--- src/rtl/pipe_ctrl.sv ---
// pipe_ctrl: five-stage pipeline stall/flush controller.
// Enables and flushes are decoded combinationally from the registered FSM state
// and the current hazard/memory inputs. A wait counter tracks consecutive
// memory-wait cycles and raises a sticky mem_timeout.
// Optional feature macro: PIPE_PERF_COUNTERS_EN adds saturating stall/flush
// performance counters; without it both counter outputs are tied to zero.
module pipe_ctrl #(
    parameter int unsigned MEM_TIMEOUT = 255
) (
    input  logic        clk,
    input  logic        reset,
    input  logic        load_use_hazard,
    input  logic        branch_taken_EX,
    input  logic        mem_req,
    input  logic        mem_ready,
    output logic        en_IF,
    output logic        en_ID,
    output logic        en_EX,
    output logic        en_MEM,
    output logic        en_WB,
    output logic        flush_ID,
    output logic        flush_EX,
    output logic [1:0]  state,
    output logic        mem_timeout,
    output logic [31:0] stall_cycles,
    output logic [31:0] flush_count
);

    typedef enum logic [1:0] {
        StRun       = 2'd0,
        StLoadStall = 2'd1,
        StMemWait   = 2'd2,
        StFlush     = 2'd3
    } state_e;

    state_e      state_q, state_d;
    logic [31:0] wait_cnt_q, wait_cnt_d;
    logic        mem_timeout_q, mem_timeout_d;

    logic en_front;  // IF and ID enables
    logic en_back;   // EX, MEM and WB enables
    logic flush_id;
    logic flush_ex;

    // Decode enables, flushes and next state from current state and inputs.
    always_comb begin
        en_front = 1'b1;
        en_back  = 1'b1;
        flush_id = 1'b0;
        flush_ex = 1'b0;
        state_d  = state_q;

        unique case (state_q)
            StRun, StMemWait: begin
                // Memory not finished: freeze the whole pipe, no bubbles.
                if ((state_q == StMemWait || mem_req) && !mem_ready) begin
                    en_front = 1'b0;
                    en_back  = 1'b0;
                    state_d  = StMemWait;
                end else if (branch_taken_EX) begin
                    // Branch wins over load-use: the stalled instruction is wrong-path.
                    flush_id = 1'b1;
                    flush_ex = 1'b1;
                    state_d  = StFlush;
                end else if (load_use_hazard) begin
                    en_front = 1'b0;
                    flush_ex = 1'b1;
                    state_d  = StLoadStall;
                end else begin
                    state_d  = StRun;
                end
            end
            StLoadStall: begin
                state_d = StRun;
            end
            StFlush: begin
                flush_id = 1'b1;
                state_d  = StRun;
            end
            default: begin
                state_d = StRun;
            end
        endcase

        if (reset) begin
            en_front = 1'b0;
            en_back  = 1'b0;
            flush_id = 1'b1;
            flush_ex = 1'b1;
            state_d  = StRun;
        end
    end

    assign en_IF    = en_front;
    assign en_ID    = en_front;
    assign en_EX    = en_back;
    assign en_MEM   = en_back;
    assign en_WB    = en_back;
    assign flush_ID = flush_id;
    assign flush_EX = flush_ex;
    assign state    = state_q;

    // Wait counter: cleared on entry to MEM_WAIT, counts waiting cycles, saturates.
    always_comb begin
        wait_cnt_d    = wait_cnt_q;
        mem_timeout_d = mem_timeout_q;
        if (state_q != StMemWait && state_d == StMemWait) begin
            wait_cnt_d = '0;
        end else if (state_q == StMemWait && !mem_ready && wait_cnt_q < MEM_TIMEOUT) begin
            wait_cnt_d = wait_cnt_q + 32'd1;
        end
        if (state_q == StMemWait && wait_cnt_d >= MEM_TIMEOUT) begin
            mem_timeout_d = 1'b1;
        end
    end

    // FSM state, wait counter and sticky timeout registers.
    always_ff @(posedge clk) begin
        if (reset) begin
            state_q       <= StRun;
            wait_cnt_q    <= '0;
            mem_timeout_q <= 1'b0;
        end else begin
            state_q       <= state_d;
            wait_cnt_q    <= wait_cnt_d;
            mem_timeout_q <= mem_timeout_d;
        end
    end

    // Reset must win even in the first reset cycle, before the flop clears.
    assign mem_timeout = mem_timeout_q & ~reset;

`ifdef PIPE_PERF_COUNTERS_EN
    logic [31:0] stall_q, stall_d;
    logic [31:0] flush_cnt_q, flush_cnt_d;

    // Saturating counters; a branch redirect is the only case with flush_EX and en_IF both set.
    always_comb begin
        stall_d     = stall_q;
        flush_cnt_d = flush_cnt_q;
        if (!en_front && stall_q != 32'hFFFF_FFFF) begin
            stall_d = stall_q + 32'd1;
        end
        if (flush_ex && en_front && flush_cnt_q != 32'hFFFF_FFFF) begin
            flush_cnt_d = flush_cnt_q + 32'd1;
        end
    end

    // Performance counter registers.
    always_ff @(posedge clk) begin
        if (reset) begin
            stall_q     <= '0;
            flush_cnt_q <= '0;
        end else begin
            stall_q     <= stall_d;
            flush_cnt_q <= flush_cnt_d;
        end
    end

    assign stall_cycles = reset ? 32'd0 : stall_q;
    assign flush_count  = reset ? 32'd0 : flush_cnt_q;
`else
    assign stall_cycles = 32'd0;
    assign flush_count  = 32'd0;
`endif

endmodule

--- config.mk ---
export PLATFORM = sky130hd
export DESIGN_NAME = pipe_ctrl
export DESIGN_NICKNAME = d
export VERILOG_FILES = /design/src/rtl/pipe_ctrl.sv
export SDC_FILE = /design/constraint.sdc
export NUM_CORES = 1
export LEC_CHECK = 0
export CORE_ASPECT_RATIO = 0.6
export CORE_MARGIN = 4
export CORE_UTILIZATION = 35
export CTS_BUF_LIST = sky130_fd_sc_hd__clkbuf_8 sky130_fd_sc_hd__clkbuf_16
export CTS_CLUSTER_DIAMETER = 30
export DETAILED_ROUTE_END_ITERATION = 8
export GPL_TIMING_DRIVEN = 0
export PLACE_DENSITY = 0.65
export SYNTH_ARGS = -nofsm -noshare
export SYNTH_HDL_FRONTEND = slang
export SYNTH_SLANG_ARGS = --single-unit
--- constraint.sdc ---
create_clock -name clk -period 2.08 [get_ports clk]
set_input_delay 0.208 -clock clk [delete_from_list [all_inputs] [get_ports clk]]
set_output_delay 0.208 -clock clk [all_outputs]
set_load 0.1 [all_outputs]
# --- Yosys cells after proc, flatten, opt, wreduce, memory -nomap -nowiden ---
# Cells that the tools add are included.
word_totals:
  latch_bits: 0
  mem_count: 0
  mem_bits_ro: 0
  ram_bits: 0
  regBits: 35
  output_inout_bits: 74
classes:
  eq_ne: 5
  magnitude_cmp: 2
  bitwise_logic: 2
  multipliers: 0
  add_sub_neg: 1
  div_mod_pow: 0
  mux: 24
  n_shift: 0
  n_reduce_logical: 10
op_table:
  columns: ["cell", "count"]
  rows:
  - ["$mux 32", 2]
  - ["$add 32x1->32 const B", 1]
  - ["$ge 32x8->1 const B", 1]
  - ["$lt 32x8->1 const B", 1]
  - ["$mux 1", 17]
  - ["$eq 2x2->1 const B", 3]
  - ["$mux 2", 3]
  - ["$logic_and 1x1->1", 5]
  - ["$pmux 2 s2", 1]
  - ["$reduce_or 2->1", 2]
  - ["$eq 2x1->1 const B", 1]
  - ["$logic_not 2->1", 1]
  - ["$ne 2x2->1 const B", 1]
  - ["$pmux 1 s2", 1]
  - ["$and 1x1->1", 1]
  - ["$logic_not 1->1", 1]
  - ["$logic_or 1x1->1", 1]
  - ["$not 1->1", 1]

# --- Logic depth before layout (Yosys ltp) ---
depth:
  ltp_word: 11
  mapped_depth: 7
  ltp_nobuf: 6

# --- Least setup slack after synthesis ---
# OpenSTA, ideal clock, no wires.
synth_path:
  kind: "register to output"
  start: "register state_q[0] (netlist: state[0])"
  end: "output port en_IF"
  arrival_time_ns: 4.594
  path_stages_with_launch: 7
  slack_ns: -2.722
  cell_sequence: "dfxtp_1 clkbuf_1 nor2b_1 o21bai_1 nor2_1 a211oi_1 buf_4"
synth_via:
  elab_chain_len: 6
  word_cells_on_any_way: 8
  cone_classes: "1 x eq/ne; 3 x mux; 4 x reduce/logical"
synth_rtl:
  columns: ["element", "line", "text"]
  rows:
  - ["start: declaration", "36", "state_e state_q, state_d;"]
  - ["start signal: assignment", "120", "state_q <= StRun;"]
  - ["start signal: assignment", "124", "state_q <= state_d;"]
  - ["$eq 2x2->1", "53, 56", null]
  - ["$logic_or 1x1->1", "56", "if ((state_q == StMemWait || mem_req) && !mem_ready) begin"]
  - ["$logic_and 1x1->1", "56", null]
  - ["$mux 1", "56", null]
  - ["$mux 1 *", "53", "unique case (state_q)"]
  - ["$mux 1 *", "85", "if (reset) begin"]
  - ["end: declaration", "16", "output logic en_IF,"]
# Mark *: on every way between the ends. The rest lies on a longest branch, timed or not.

# --- Worst setup path in the final report ---
layout_path:
  start: "register state_q[0] (netlist: state[0])"
  end: "output port en_EX"
layout_via:
  elab_chain_len: 6
  word_cells_on_any_way: 8
  cone_classes: "1 x eq/ne; 3 x mux; 4 x reduce/logical"
layout_rtl:
  columns: ["element", "line", "text"]
  rows:
  - ["$eq 2x2->1", "53, 56", null]
  - ["$logic_or 1x1->1", "56", null]
  - ["$logic_and 1x1->1", "56", null]
  - ["$mux 1", "56", null]
  - ["$mux 1 *", "53", null]
  - ["$mux 1 *", "85", null]
  - ["end: declaration", "18", "output logic en_EX,"]
# Marked as above.

==> qor.txt <==
Run status - finished, final reports clean
Maximum fanout count along the critical path - 10
Largest net degree at the start of global routing - 12
Remaining global-route overflow - 0
Commonest cells after routing, fill and taps aside - sky130_fd_sc_hd__buf_4 (67), sky130_fd_sc_hd__conb_1 (64), sky130_fd_sc_hd__dfxtp_1 (33)
Number of placed instances, taps included - 358
Number of top-level design ports - 80
Internal power - 1090 uW
Final critical-path setup slack - 0.08788 ns
Setup repair after global routing missed its margin - no
Area delta synth->final - 33.35%
Effective utilization at floorplan - 37.69%
Net switching power of the design - 921.8 uW
Peak VDD IR - 0.0003806 V
Dominant cells by area after synthesis - sky130_fd_sc_hd__dfxtp_1 (35%), sky130_fd_sc_hd__buf_4 (25%), sky130_fd_sc_hd__and2_1 (7.6%)
Highest achievable clock rate - 502.0 MHz
Clock-pin transition on the worst setup and hold timing paths - 0.07 ns
Time the final worst path needs with I/O delays and setup - 1.992 ns
Worst Hold Class - flip-flop to flip-flop
Max capacitance violation total - 0
Clk_lat worst skew - 0.28 ns
Antenna viol nets, final - 0
Mean post-synth cell area - 9.255 um^2
Number of slew-limit violations in the final report - 0
Setup CP Type - flip-flop to output pin
Via density per instance - 3.813
Width of the chip - 105.1 um
Critical Path Most Common Cell - sky130_fd_sc_hd__nor2_4
Global-route usage over all layers - 10.48%
Flops & latches, synth - 35
Per-cell routed wire length - 9.938 um
Post-synthesis sequential area ratio - 35.38%
Area share of the largest cell type after synthesis - 35.38%
TritonCTS clock tree - built
Clock Power Share - 24.3%
Detailed-route wire length - 3.657 mm
Die boundary height - 66.27 um
Count of nets after finishing - 308
Share of the cycle needed by the critical path after routing - 95.78%
Number of sinks handled by clock tree synthesis - 35
Part of the power in registers - 33.8%
Sum of negative setup slack - 0 ns
Critical-path cell with the highest stage delay - sky130_fd_sc_hd__clkdlybuf4s18_2
Worst slew margin - 35.07%
Critical Path End Type - output pin
CTS root buffer - sky130_fd_sc_hd__clkbuf_8
Cell area after synthesis - 0.001981 mm^2
Post-route DRC violation count - 0
Area of the core - 0.005255 mm^2
Critical path data required time - 1.87 ns
CP Data Arrival Time - 1.78 ns
Maximum single-stage delay on the critical path - 0.56 ns
Count of flip-flops with a built-in enable after synthesis - 0
Placer congestion estimate - 0.7850
Most common cell after layout, fill and taps aside - sky130_fd_sc_hd__buf_4
Max Buffers Root-to-Sink - 2
Number of cell rows - 20
Leakage - 0.001280 uW
Fraction of layout cells with a size suffix above 1 - 37.75%
WP buf/inv - 2
Final Non-Filler Cells - 368
Logic gate share of total power - 41.8%
Unique cell type count in the Yosys netlist - 40
Count of buffers inserted at the top-level ports - 15
Antenna diode count - 0
Measured slew at the worst slew-check pin - 0.9724 ns
Cts bufs inserted - 5
Via count of the first global-routing pass - 1170
Worst Clk Skew - 0.008743 ns
Switching part of the total power - 45.82%
Wire length of the first global-routing pass - 5.851 mm
Setup Slack @ Placement - -0.6544 ns
Final-report setup violation count - 0
Total number of vias - 1403
Post-cts hold buffer count - 0
Number of warnings reported in the yosys synthesis log - 0
Ys async rst share - 0%
Cells traversed along the worst timing path - clkbuf_16, nor2b_4, o21bai_4, nor2_4, nor2_4, clkdlybuf4s18_2
Final core area utilization - 50.26%
Pwr Density - 761.7 mW/mm^2
Dominant synthesized flop cell - sky130_fd_sc_hd__dfxtp_1
First-pass iteration count of the detailed router - 4
Number of H-tree levels - 2
First-iteration detailed-routing DRC count - 37
Half-perimeter wire length after detailed placement - 2.920 mm
Startpoint Class - flip-flop
Fin. Hold Viols - 0
Dominant cell type by area after synthesis - sky130_fd_sc_hd__dfxtp_1
CP top delay family - buffers and inverters
Cells after Synth - 214
Die Outline Area - 0.006966 mm^2
Antenna violations before repair - 0
synth_stat cells (2+ instances only):
library cell               number
sky130_fd_sc_hd__a211oi_1       2
sky130_fd_sc_hd__a21oi_1        4
sky130_fd_sc_hd__and2_1        24
sky130_fd_sc_hd__buf_4         67
sky130_fd_sc_hd__clkbuf_1       4
sky130_fd_sc_hd__dfxtp_1       35
sky130_fd_sc_hd__inv_1          3
sky130_fd_sc_hd__nand2_1        6
sky130_fd_sc_hd__nand3_1        2
sky130_fd_sc_hd__nand4_1        3
sky130_fd_sc_hd__nor2_1        14
sky130_fd_sc_hd__nor2_4         3
sky130_fd_sc_hd__nor2b_1        2
sky130_fd_sc_hd__nor3_1         3
sky130_fd_sc_hd__nor4_2         3
sky130_fd_sc_hd__o21ai_0        2
sky130_fd_sc_hd__o21ai_1        2
sky130_fd_sc_hd__o21bai_1       3
sky130_fd_sc_hd__o31a_1         2
sky130_fd_sc_hd__or4_4          6
sky130_fd_sc_hd__xnor2_1        5
worst paths after layout:
check,to,startpoint,depth (start not counted),slack (ns)
worst max register to register,mem_timeout_q,wait_cnt_q[22],6,0.19
worst min-delay path,wait_cnt_q[31],wait_cnt_q[31],1,0.46
worst max-delay path,en_EX,state[0],6,0.09
worst min register to register,wait_cnt_q[31],wait_cnt_q[31],1,0.46
area by class of cell:
cell class	instances	area (um^2)
clock inverters	2	8.758
plain buffers	71	556.8
fillers	512	2614
inverters	4	15.01
multi-input cells	167	1040
well taps	66	82.58
repair buffers	17	150.1
flip-flops and latches	35	705.7
clock buffers	6	82.58
power by group through the flow:
| stage | Clock [uW] | Combinational [uW] | Sequential, uW |
|---|---|---|---|
| after global placement | 0 | 834 | 696 |
| after global routing | 543 | 868 | 681 |
| final | 490 | 841 | 681 |
| after detailed placement | 0 | 835 | 696 |
| after CTS | 505 | 837 | 681 |
| after floorplan | 0 | 759 | 718 |
cells by family after synthesis:
group	Yosys count	synth area share, %
buf+inv	75	26.91
simple gates	71	24.00
flops	35	35.38
compound gates	25	10.23
xor+xnor	6	2.653
fa+ha+maj	1	0.6316
other cells	1	0.1893
sequential cells by signal (all words and copies together) (netlist names):
signal and flops:
wait_cnt_q 32, state 2, mem_timeout_q 1
metrics by stage:
| stage | power [uW] | cell area [um^2] | hold WS (ns) |
|---|---|---|---|
| 2_1_floorplan | 1477 | 2313 | 0.3345 |
| 3_3_place_gp | 1530 | 2546 | 0.4449 |
| 3_5_place_dp | 1531 | 2546 | 0.4482 |
| 4_1_cts | 2023 | 2646 | 0.4658 |
| 5_1_grt | 2092 | 2641 | 0.4846 |
| 6_report | 2012 | 2641 | 0.4611 |
per-layer routing:
metal  track usage, %  share of wire (%)  up-vias
li1                 -                  -      756
met1            14.93                 49      593
met2            14.14                 43       47
met3            4.098                7.4        7
met4            3.437                1.1        0
met5                0                  0        -
repair_timing:
item	CTS	global route
pin swaps	1	0
setup buffers	2	0
setup endpoints to repair	9	6
resized for setup	33	7
(Power assumes the default switching activity.)
